[src/rtl/ofdm_rx_seq_ctrl_pkg.sv]
// ---------------------------------------------------------------------------
// ofdm_rx_seq_ctrl_pkg
// Shared definitions for the OFDM RX frame sequencer:
//   - seq_state_e   : sequencer states (IDLE, INIT, SEARCH, RECEIVE, DONE, TOUT)
//   - MIN_LEVEL_RST : detection threshold applied out of reset
//   - BIT_CNT_W     : width of the received-bit counter
//   - UNDERRUN_MAX  : saturation value of the optional underrun counter
//   - is_feeding()  : true in the states that pace samples into the RX chain
// ---------------------------------------------------------------------------
package ofdm_rx_seq_ctrl_pkg;

    typedef enum logic [2:0] {
        ST_IDLE    = 3'd0,
        ST_INIT    = 3'd1,
        ST_SEARCH  = 3'd2,
        ST_RECEIVE = 3'd3,
        ST_DONE    = 3'd4,
        ST_TOUT    = 3'd5
    } seq_state_e;

    localparam logic [15:0] MIN_LEVEL_RST = 16'd32064;
    localparam int          BIT_CNT_W     = 32;
    localparam logic [15:0] UNDERRUN_MAX  = 16'hFFFF;

    function automatic logic is_feeding(input seq_state_e st);
        return (st == ST_SEARCH) || (st == ST_RECEIVE);
    endfunction

endpackage

[src/rtl/ofdm_rx_strobe_gen.sv]
// ---------------------------------------------------------------------------
// ofdm_rx_strobe_gen
// Divide-by-DIV_G sample strobe. The counter runs 0..DIV_G-1 while enabled
// and holds otherwise; a synchronous clear returns it to 0.
// Ports:
//   clk    in  : system clock
//   rst    in  : asynchronous reset, active-high
//   clr    in  : synchronous clear of the counter
//   en     in  : count enable
//   strobe out : combinational, high while enabled and count == DIV_G-1
// ---------------------------------------------------------------------------
module ofdm_rx_strobe_gen #(
    parameter int DIV_G = 25
) (
    input  logic clk,
    input  logic rst,
    input  logic clr,
    input  logic en,
    output logic strobe
);

    localparam int             CW   = (DIV_G > 2) ? $clog2(DIV_G) : 1;
    localparam logic [CW-1:0]  LAST = CW'(DIV_G - 1);
    localparam logic [CW-1:0]  ONE  = {{(CW-1){1'b0}}, 1'b1};

    logic [CW-1:0] cnt_r;

    // Free-running divider, wraps after LAST.
    always_ff @(posedge clk or posedge rst) begin
        if (rst) begin
            cnt_r <= '0;
        end else if (clr) begin
            cnt_r <= '0;
        end else if (en) begin
            if (cnt_r == LAST) begin
                cnt_r <= '0;
            end else begin
                cnt_r <= cnt_r + ONE;
            end
        end else begin
            cnt_r <= cnt_r;
        end
    end

    assign strobe = en & (cnt_r == LAST);

endmodule

[src/rtl/ofdm_rx_seq_ctrl.sv]
// ---------------------------------------------------------------------------
// ofdm_rx_seq_ctrl
// Sequences one OFDM RX frame: pulses sys_init to the RX chain, paces ADC
// samples into it at one per STROBE_DIV_G clocks, waits for symbol sync,
// then counts 2-bit outputs until RAW_BITS_G*FRAME_SYMS_G bits arrived.
// A watchdog aborts the frame after TIMEOUT_G cycles without progress.
// Optional feature: define OFDM_RX_SEQ_CTRL_STATS_EN to add underrun_cnt,
// a saturating count of sample strobes that found no upstream sample.
// Ports:
//   sys_clk, sys_rst          clock, async active-high reset
//   start, abort              1-cycle frame request / return to IDLE
//   cfg_we, min_level_cfg     threshold shadow write
//   src_valid, src_i, src_q   upstream samples; src_ready pops (comb)
//   rx_data_i/q, rx_data_valid  registered sample to the RX chain
//   sys_init, min_level       RX chain init pulse and active threshold
//   rx_symbols_start          symbol-sync indication from RX chain
//   rx_rcv_data_valid         2-bit output strobe from RX chain
//   busy, done, timeout       status (done 1-cycle, timeout sticky)
//   bit_cnt                   bits received in the current frame
//   underrun_cnt              (STATS_EN only) skipped strobes
// ---------------------------------------------------------------------------
module ofdm_rx_seq_ctrl
    import ofdm_rx_seq_ctrl_pkg::*;
#(
    parameter int SAMPLE_W_G   = 12,
    parameter int STROBE_DIV_G = 25,
    parameter int RAW_BITS_G   = 96,
    parameter int FRAME_SYMS_G = 12,
    parameter int TIMEOUT_G    = 500000
) (
    input  logic                  sys_clk,
    input  logic                  sys_rst,
    input  logic                  start,
    input  logic                  abort,
    input  logic                  cfg_we,
    input  logic [15:0]           min_level_cfg,
    input  logic                  src_valid,
    input  logic [SAMPLE_W_G-1:0] src_i,
    input  logic [SAMPLE_W_G-1:0] src_q,
    output logic                  src_ready,
    output logic [SAMPLE_W_G-1:0] rx_data_i,
    output logic [SAMPLE_W_G-1:0] rx_data_q,
    output logic                  rx_data_valid,
    output logic                  sys_init,
    output logic [15:0]           min_level,
    input  logic                  rx_symbols_start,
    input  logic                  rx_rcv_data_valid,
    output logic                  busy,
    output logic                  done,
    output logic                  timeout,
`ifdef OFDM_RX_SEQ_CTRL_STATS_EN
    output logic [15:0]           underrun_cnt,
`endif
    output logic [BIT_CNT_W-1:0]  bit_cnt
);

    localparam logic [BIT_CNT_W-1:0] TARGET   = BIT_CNT_W'(RAW_BITS_G * FRAME_SYMS_G);
    localparam logic [BIT_CNT_W-1:0] BIT_STEP = 32'd2;
    localparam int                   WD_W     = (TIMEOUT_G > 2) ? $clog2(TIMEOUT_G) : 1;
    localparam logic [WD_W-1:0]      WD_LAST  = WD_W'(TIMEOUT_G - 1);
    localparam logic [WD_W-1:0]      WD_ONE   = {{(WD_W-1){1'b0}}, 1'b1};

    seq_state_e                state_r;
    seq_state_e                state_next_s;
    logic                      feeding_s;
    logic                      start_ok_s;
    logic                      strobe_s;
    logic                      pop_s;
    logic                      bits_full_s;
    logic                      wd_expired_s;
    logic [WD_W-1:0]           wd_r;
    logic [BIT_CNT_W-1:0]      bit_cnt_r;
    logic [15:0]               shadow_r;
    logic [15:0]               min_level_r;
    logic [SAMPLE_W_G-1:0]     rx_data_i_r;
    logic [SAMPLE_W_G-1:0]     rx_data_q_r;
    logic                      rx_data_valid_r;
    logic                      sys_init_r;
    logic                      busy_r;
    logic                      done_r;
    logic                      timeout_r;

    assign feeding_s   = is_feeding(state_r);
    assign start_ok_s  = (state_r == ST_IDLE) & start & ~abort;
    // abort suppresses the pop so no sample is lost mid-abort
    assign pop_s       = strobe_s & feeding_s & src_valid & ~abort;
    assign bits_full_s = (bit_cnt_r >= TARGET);
    // a 2-bit output in the expiry cycle counts as progress, not a timeout
    assign wd_expired_s = feeding_s & ~rx_rcv_data_valid & (wd_r >= WD_LAST);

    ofdm_rx_strobe_gen #(
        .DIV_G (STROBE_DIV_G)
    ) u_strobe (
        .clk    (sys_clk),
        .rst    (sys_rst),
        .clr    (state_r == ST_INIT),
        .en     (feeding_s),
        .strobe (strobe_s)
    );

    // Next-state selection; abort overrides everything.
    always_comb begin
        state_next_s = state_r;
        if (abort) begin
            state_next_s = ST_IDLE;
        end else begin
            case (state_r)
                ST_IDLE: begin
                    if (start) begin
                        state_next_s = ST_INIT;
                    end else begin
                        state_next_s = ST_IDLE;
                    end
                end
                ST_INIT: begin
                    state_next_s = ST_SEARCH;
                end
                ST_SEARCH: begin
                    if (rx_symbols_start) begin
                        state_next_s = ST_RECEIVE;
                    end else if (wd_expired_s) begin
                        state_next_s = ST_TOUT;
                    end else begin
                        state_next_s = ST_SEARCH;
                    end
                end
                ST_RECEIVE: begin
                    // completion is checked first so it wins over expiry
                    if (bits_full_s) begin
                        state_next_s = ST_DONE;
                    end else if (wd_expired_s) begin
                        state_next_s = ST_TOUT;
                    end else begin
                        state_next_s = ST_RECEIVE;
                    end
                end
                ST_DONE: begin
                    state_next_s = ST_IDLE;
                end
                ST_TOUT: begin
                    state_next_s = ST_IDLE;
                end
                default: begin
                    state_next_s = ST_IDLE;
                end
            endcase
        end
    end

    // State register and state-derived status outputs.
    always_ff @(posedge sys_clk or posedge sys_rst) begin
        if (sys_rst) begin
            state_r    <= ST_IDLE;
            busy_r     <= 1'b0;
            sys_init_r <= 1'b0;
            done_r     <= 1'b0;
        end else begin
            state_r    <= state_next_s;
            busy_r     <= (state_next_s != ST_IDLE);
            sys_init_r <= (state_next_s == ST_INIT);
            done_r     <= (state_next_s == ST_DONE);
        end
    end

    // Sticky timeout flag, cleared only by an accepted start.
    always_ff @(posedge sys_clk or posedge sys_rst) begin
        if (sys_rst) begin
            timeout_r <= 1'b0;
        end else if (start_ok_s) begin
            timeout_r <= 1'b0;
        end else if (state_next_s == ST_TOUT) begin
            timeout_r <= 1'b1;
        end else begin
            timeout_r <= timeout_r;
        end
    end

    // Watchdog: zero at SEARCH entry, reset on each 2-bit output, saturates.
    always_ff @(posedge sys_clk or posedge sys_rst) begin
        if (sys_rst) begin
            wd_r <= '0;
        end else if (state_r == ST_INIT) begin
            wd_r <= '0;
        end else if (feeding_s) begin
            if (rx_rcv_data_valid) begin
                wd_r <= '0;
            end else if (wd_r < WD_LAST) begin
                wd_r <= wd_r + WD_ONE;
            end else begin
                wd_r <= wd_r;
            end
        end else begin
            wd_r <= wd_r;
        end
    end

    // Received-bit counter; stops at the frame target, holds after the frame.
    always_ff @(posedge sys_clk or posedge sys_rst) begin
        if (sys_rst) begin
            bit_cnt_r <= '0;
        end else if (start_ok_s) begin
            bit_cnt_r <= '0;
        end else if ((state_r == ST_RECEIVE) && rx_rcv_data_valid && !bits_full_s) begin
            bit_cnt_r <= bit_cnt_r + BIT_STEP;
        end else begin
            bit_cnt_r <= bit_cnt_r;
        end
    end

    // Threshold shadow and active value; active only changes while idle.
    always_ff @(posedge sys_clk or posedge sys_rst) begin
        if (sys_rst) begin
            shadow_r    <= MIN_LEVEL_RST;
            min_level_r <= MIN_LEVEL_RST;
        end else begin
            if (cfg_we) begin
                shadow_r <= min_level_cfg;
            end else begin
                shadow_r <= shadow_r;
            end
            if (state_r == ST_IDLE) begin
                if (cfg_we) begin
                    min_level_r <= min_level_cfg;
                end else if (start_ok_s) begin
                    min_level_r <= shadow_r;
                end else begin
                    min_level_r <= min_level_r;
                end
            end else begin
                min_level_r <= min_level_r;
            end
        end
    end

    // Sample register towards the RX chain, one cycle after the pop.
    always_ff @(posedge sys_clk or posedge sys_rst) begin
        if (sys_rst) begin
            rx_data_i_r     <= '0;
            rx_data_q_r     <= '0;
            rx_data_valid_r <= 1'b0;
        end else begin
            rx_data_valid_r <= pop_s;
            if (pop_s) begin
                rx_data_i_r <= src_i;
                rx_data_q_r <= src_q;
            end else begin
                rx_data_i_r <= rx_data_i_r;
                rx_data_q_r <= rx_data_q_r;
            end
        end
    end

`ifdef OFDM_RX_SEQ_CTRL_STATS_EN
    logic [15:0] underrun_r;
    logic        skip_s;

    assign skip_s = strobe_s & feeding_s & ~src_valid & ~abort;

    // Saturating count of strobes that found no sample.
    always_ff @(posedge sys_clk or posedge sys_rst) begin
        if (sys_rst) begin
            underrun_r <= '0;
        end else if (start_ok_s) begin
            underrun_r <= '0;
        end else if (skip_s && (underrun_r != UNDERRUN_MAX)) begin
            underrun_r <= underrun_r + 16'd1;
        end else begin
            underrun_r <= underrun_r;
        end
    end

    assign underrun_cnt = underrun_r;
`endif

    assign src_ready     = pop_s;
    assign rx_data_i     = rx_data_i_r;
    assign rx_data_q     = rx_data_q_r;
    assign rx_data_valid = rx_data_valid_r;
    assign sys_init      = sys_init_r;
    assign min_level     = min_level_r;
    assign busy          = busy_r;
    assign done          = done_r;
    assign timeout       = timeout_r;
    assign bit_cnt       = bit_cnt_r;

endmodule
[config.mk]
export PLATFORM = sky130hd
export DESIGN_NAME = ofdm_rx_seq_ctrl
export DESIGN_NICKNAME = d
export VERILOG_FILES = /design/src/rtl/ofdm_rx_seq_ctrl_pkg.sv /design/src/rtl/ofdm_rx_strobe_gen.sv /design/src/rtl/ofdm_rx_seq_ctrl.sv
export SDC_FILE = /design/constraint.sdc
export NUM_CORES = 1
export LEC_CHECK = 0
export ABC_AREA = 0
export BUFFER_PORTS_ARGS = -buffer_cell sky130_fd_sc_hd__buf_2
export CAP_MARGIN = 20
export CORE_ASPECT_RATIO = 1.5
export CORE_MARGIN = 2
export CORE_UTILIZATION = 35
export CTS_CLUSTER_DIAMETER = 60
export DETAILED_ROUTE_END_ITERATION = 6
export SLEW_MARGIN = 20
export SYNTH_ARGS = -nofsm -noshare
export SYNTH_HDL_FRONTEND = slang
export SYNTH_SLANG_ARGS = --single-unit
[constraint.sdc]
create_clock -name sys_clk -period 3.6 [get_ports sys_clk]
set_input_delay 0.36 -clock sys_clk [delete_from_list [all_inputs] [get_ports sys_clk]]
set_output_delay 0.36 -clock sys_clk [all_outputs]
set_load 0.02 [all_outputs]
; After elaboration in Yosys (flattened, before gate mapping)
; Cells that the tools add are included.
; Widths: inputs -> output; s select.
[totals]
ff_bits = 120
in_bits = 48
output_inout_bits = 78
wordCells = 69
[classes]
n_addsub = 3
order_cmp = 3
n_eq_ne = 7
mux = 20
bitwise = 10
n_reduce_logical = 13
[op_table]
columns = cell, count
row1 = $mux 19, 4
row2 = $mux 32, 2
row3 = $add 32x2->32 const B, 1
row4 = $ge 32x11->1 const B, 1
row5 = $mux 16, 2
row6 = $add 19x1->19 const B, 1
row7 = $ge 19x19->1 const B, 1
row8 = $lt 19x19->1 const B, 1
row9 = $mux 3, 5
row10 = $mux 5, 3
row11 = $pmux 3 s4, 1
row12 = $and 1x1->1, 8
row13 = $reduce_bool 2->1, 4
row14 = $eq 3x1->1 const B, 2
row15 = $eq 3x2->1 const B, 2
row16 = $eq 3x3->1 const B, 2
row17 = $reduce_bool 3->1, 2
row18 = $add 5x1->5 const B, 1
row19 = $eq 5x5->1 const B, 1
row20 = $reduce_and 2->1, 2
row21 = $logic_not 3->1, 1
row22 = $mux 1, 3
row23 = $logic_and 1x1->1, 2
row24 = $not 1->1, 2
row25 = 2 further kinds, 2

; Logic depth before layout (Yosys ltp)
[logic_depth]
depth_word = 11
depth_mapped = 8
ltp_nobuf = 7

; By module
; A second synthesis with hierarchy kept.
[unflattened]
hier_cells = 450
area_unflattened_um2 = 5223.8
[by_module_without_submodules]
columns = mod, n_inst, cells_per_inst, area_per_inst_um2, seq_area_each_um2
row1 = ofdm_rx_seq_ctrl, 1, 417, 4918.5, 2870.3
row2 = ofdm_rx_strobe_gen, 1, 33, 305.3, 125.1

; Worst setup path before layout
; No wires, ideal clock.
[synth_timing]
path_type = register -> output
from = register u_strobe.cnt_r[0]
to = output port src_ready
arrival_time_ns = 1.611
required_time_ns = 3.240
slack_ns = 1.629
path_stages_with_launch = 7
path_buffers = 1
cell_sequence = dfrtp_1 > inv_1 > ha_1 > and4b_1 > nand4_1 > inv_2 > clkbuf_1
[synth_between]
elab_chain_cells = 5
[synth_rtl]
columns = item, line
row1 = from (decl), ofdm_rx_strobe_gen.sv:26  ; logic [CW-1:0] cnt_r;
row2 = from (signal assigned), ofdm_rx_strobe_gen.sv:38  ; cnt_r <= cnt_r + ONE;
row3 = from (signal assigned), ofdm_rx_strobe_gen.sv:41  ; cnt_r <= cnt_r;
row4 = $eq 5x5->1, ofdm_rx_strobe_gen.sv:45  ; assign strobe = en & (cnt_r == LAST);
row5 = $and 1x1->1, ofdm_rx_strobe_gen.sv:45
row6 = $and 1x1->1 (3 in series), ofdm_rx_seq_ctrl.sv:86  ; assign pop_s = strobe_s & feeding_s & src_valid & ~abort;
row7 = to (decl), ofdm_rx_seq_ctrl.sv:40  ; output logic src_ready,
; Every way passes these cells.

; Worst setup path in the final report
; Same ends and word-level chain as after synthesis.

==> PnR_summary.wiki <==
{| class="wikitable"
! Metric !! Value
|-
| Crit-path max FO || 26
|-
| Ys async rst share || 1.00
|-
| Post-synth top cells || dfrtp_1 (105), nand2_1 (104), mux2_2 (24)
|-
| Combinational family with the most area after synthesis || simple AND/OR/NAND/NOR gates
|-
| Proportion of netlist area held by the largest area contributor || 0.504
|-
| Number of gates resized after CTS || 0
|-
| Std cell rows || 54
|-
| Headroom to the max-slew limit || 0.425
|-
| Initial standard-cell utilization of the core || 0.358
|-
| CTS tree || yes
|-
| Hold crit path type || primary input to asynchronous set/reset pin
|-
| Detailed-placement wirelength estimate || 8570 um
|-
| Mapped cell area || 5220 um2
|-
| Final hold viol count || 0
|-
| Largest net degree at the start of global routing || 54
|-
| Register bit total from synthesis || 119
|-
| Drt first pass iters || 4
|-
| Cell type with the largest total area after synthesis || dfrtp_1
|-
| Die height || 154 um
|-
| Setup tns final || 0 ns
|-
| Final-stage net count || 672
|-
| CTS hold repair buffers || 0
|-
| Count of endpoints failing setup in the final report || 0
|-
| Post-CTS setup buffers || 0
|-
| Placed Cells || 797
|-
| Measured slew at the worst slew-check pin || 0.859 ns
|-
| Internal reg-to-reg setup slack || 1.23 ns
|-
| Maximum clock path buffer count || 2
|-
| Layout overhead on the synthesized area || 27.1%
|-
| Area of the core || 14600 um2
|-
| Non-filler cells in the finished layout || 829
|-
| Busiest layer in global routing || met2
|-
| Drt via density || 4.97
|-
| Ratio of cells with drive above 1 in the final layout || 0.340
|-
| Crit Reg-Reg Endpoint || wd_r[9]$_DFFE_PP0P_
|-
| Number of global-route vias before repair || 4204
|-
| Count of antenna diodes in the layout || 0
|-
| Minimum period implied by the final worst setup slack || 2.66 ns
|-
| Internal power || 2.79 mW
|-
| Fillcell total || 1384
|-
| DIE WIDTH || 104 um
|-
| Yosys warnings || 0
|-
| Minimum hold slack || 0.0324 ns
|-
| Number of enable-type register cells in the synthesized netlist || 0
|-
| Primary flip-flop cell chosen by synthesis mapping || dfrtp_1
|-
| Worst reg-to-reg path cell count || 6
|-
| Compound-gate portion of the synthesized area || 0.0825
|-
| IR drop worst, VDD || 0.268 mV
|-
| Launch point of the worst reg-to-reg path || state_r[1]$_DFF_PP0_
|-
| Synth Net Count || 542
|-
| Synthesized-area fraction occupied by xor and xnor cells || 0.00671
|-
| Number of antenna violations at the first check in global routing || 0
|-
| Static Leakage || 3.34 nW
|-
| Cell Pwr Density || 581 nW/um2
|-
| Crit path to || src_ready
|-
| Ranking of synthesized cells by area || dfrtp_1 (50%), nand2_1 (7.5%), dfstp_2 (7.1%)
|-
| Maximum clock skew at final layout || 0.0113 ns
|-
| Most used standard cell by instance count after synthesis || dfrtp_1
|-
| IO buf count || 124
|-
| Portion of total power attributed to the clock network || 0.447
|-
| Number of routed nets with antenna violations || 0
|-
| Post-Syn Area per Cell || 10.6 um2
|-
| Number of design-rule violations left by the first detailed-router iteration || 180
|-
| Overall fraction of global-route tracks in use || 0.157
|-
| Buffer cell driving the clock tree root || clkbuf_16
|-
| Area share of and/or/nand/nor cells after synthesis || 0.218
|-
| Proportion of synthesized area in mux cells || 0.0787
|-
| Met2 usage in global routing || 0.284
|-
| Status || complete, no violations
|-
| Category of the critical setup timing path || flip-flop to output pin
|-
| Number of sinks handled by clock tree synthesis || 119
|-
| Number of CTS-inserted buffers || 17
|-
| Arithmetic-cell share of the synthesized area counting full adders, half adders and majority gates || 0.00959
|-
| Area of the multi-input gates || 2060 um2
|-
| Critical Path Start Type || flip-flop
|-
| Instance count of the mapped netlist || 490
|-
| FMAX || 376 MHz
|-
| Type of element capturing the critical path || output pin
|-
| Global Route met3 Usage || 0.0365
|-
| Max_cap viols || 0
|-
| Die footprint || 15900 um2
|-
| Met1 demand-to-capacity share in global routing || 0.172
|-
| Average wire per cell in the routed design || 14.5 um
|-
| Gr ovfl total || 0
|-
| Placed instance area || 6030 um2
|-
| Global-route wire length before repair || 20100 um
|-
| DR DRC count || 0
|-
| Clock transition at the register clock pins on the worst setup and hold paths after CTS || 0.06 ns
|-
| H-Tree Depth || 4
|-
| Number of vias in the routed layout || 4121
|-
| Arrival @ worst endpoint || 2.30 ns
|-
| Last weighted congestion value of the routability-driven placer || 0.837
|-
| Proportion of synthesized chip area in sequential cells || 0.574
|-
| Overall routed net length || 12000 um
|-
| Worst setup path start || u_strobe.cnt_r[0]$_DFFE_PP0P_
|-
| Area of all placed cells without fillers || 6630 um2
|-
| Power dissipated by switching net loads || 1.06 mW
|-
| Max Transition Viols Final || 0
|-
| Skew-Pair Late Insertion Delay || 0.41 ns
|-
| I/O pin total || 126
|-
| Share of total power in combinational logic || 0.141
|-
| Sequential cell area || 3000 um2
|-
| Cell variety after synth || 56
|-
| Crit share post-route || 0.738
|-
| Required time at the endpoint of the critical path || 3.24 ns
|-
| Seq pwr share || 0.412
|-
| Switching share of power || 0.275
|-
| Unrepaired setup endpoints after global routing || no
|}
-- cells by family (layout without fill, tap and decap cells) --
logic type	count (synthesis)	count (layout)
and+or+nand+nor	227	227
DFF	119	119
AOI/OAI and AO/OA	65	65
muxes	37	37
buffers and inverters	33	176
adders and majority gates	4	4
xor gates and xnor gates	4	4
other	1	1
-- state kept, by name, summed over array words and instances (netlist names), 3 cells and up --
signal,flops
rx_data_q,12
shadow_r,16
u_strobe.cnt_r,5
state_r,3
wd_r,19
rx_data_i,12
min_level,16
bit_cnt,31
-- metrics by stage --
| step | setup WS (ns) | util | power (mW) |
|---|---|---|---|
| floorplan | 0.106 | - | 1.99 |
| finish | 0.942 | 0.454 | 3.85 |
| global placement | 1.29 | 0.413 | 2.14 |
| global route | 0.775 | 0.454 | 4.06 |
| CTS | 0.913 | 0.454 | 3.90 |
| detailed placement | 1.25 | 0.413 | 2.16 |
-- critical path: stages (launching register included) --
cell	delay, ns
dfrtp_1	0.42
inv_1	0.07
ha_1	0.15
and4b_1	0.23
nand4_1	0.14
buf_4	0.27
inv_2	0.35
buf_2	0.25
-- layout make-up --
type,count,share of cell area
tap,196,0.0370
clock inverter,13,0.0259
multi-input combinational,338,0.311
timing repair buffer,130,0.100
inverter,14,0.00830
sequential,119,0.452
clock buffer,19,0.0653
-- metal layers --
| layer | vias to the layer above | part of all wire | wire [um] |
|---|---|---|---|
| li1 | 1970 | - | - |
| met1 | 2019 | 0.40 | 4820 |
| met5 | - | 0 | 0 |
| met4 | 0 | 0.018 | 218 |
| met3 | 18 | 0.040 | 479 |
| met2 | 114 | 0.54 | 6490 |
-- worst min path at each step --
stage | from | end | slack [ns] | cells past startpoint
after global routing | sys_rst | bit_cnt[25]$_DFFE_PP0P_ | 0.08 | 2
after global placement | rx_data_q[9]$_DFFE_PP0P_ | rx_data_q[9]$_DFFE_PP0P_ | 0.46 | 2
after CTS | sys_rst | bit_cnt[25]$_DFFE_PP0P_ | 0.06 | 2
final | sys_rst | rx_data_i[0]$_DFFE_PP0P_ | 0.03 | 2
after floorplan | abort | state_r[1]$_DFF_PP0_ | 0.43 | 1
after detailed placement | rx_data_q[4]$_DFFE_PP0P_ | rx_data_q[4]$_DFFE_PP0P_ | 0.46 | 2
-- cells in the final DEF, fill, tap and decap left out, drive strengths merged, types with 2 or more instances in the layout --
cell        n
dfrtp     105
and4        4
clkinv      5
clkbuf     19
nor2       19
dfstp      14
a31oi       3
bufinv      3
xnor2       3
o31ai       7
nand3      21
o21ai      20
buf       130
or4         5
mux2i       5
nor3       12
nand4b      2
ha          4
and3        9
inv        17
a21o        4
nand4       6
clkinvlp    2
o31a        4
or3         7
and2       21
mux2       32
nand2b      5
nand2     104
nor4        7
a21oi      18
-- power groups by stage --
stage / clock [mW] / combinational, mW / sequential, mW
floorplan: 0 / 0.328 / 1.66
global route: 1.84 / 0.607 / 1.61
global placement: 0 / 0.542 / 1.60
detailed placement: 0 / 0.551 / 1.61
finish: 1.72 / 0.542 / 1.59
CTS: 1.76 / 0.553 / 1.59
Note: power is estimated with default switching activity, not from simulation.
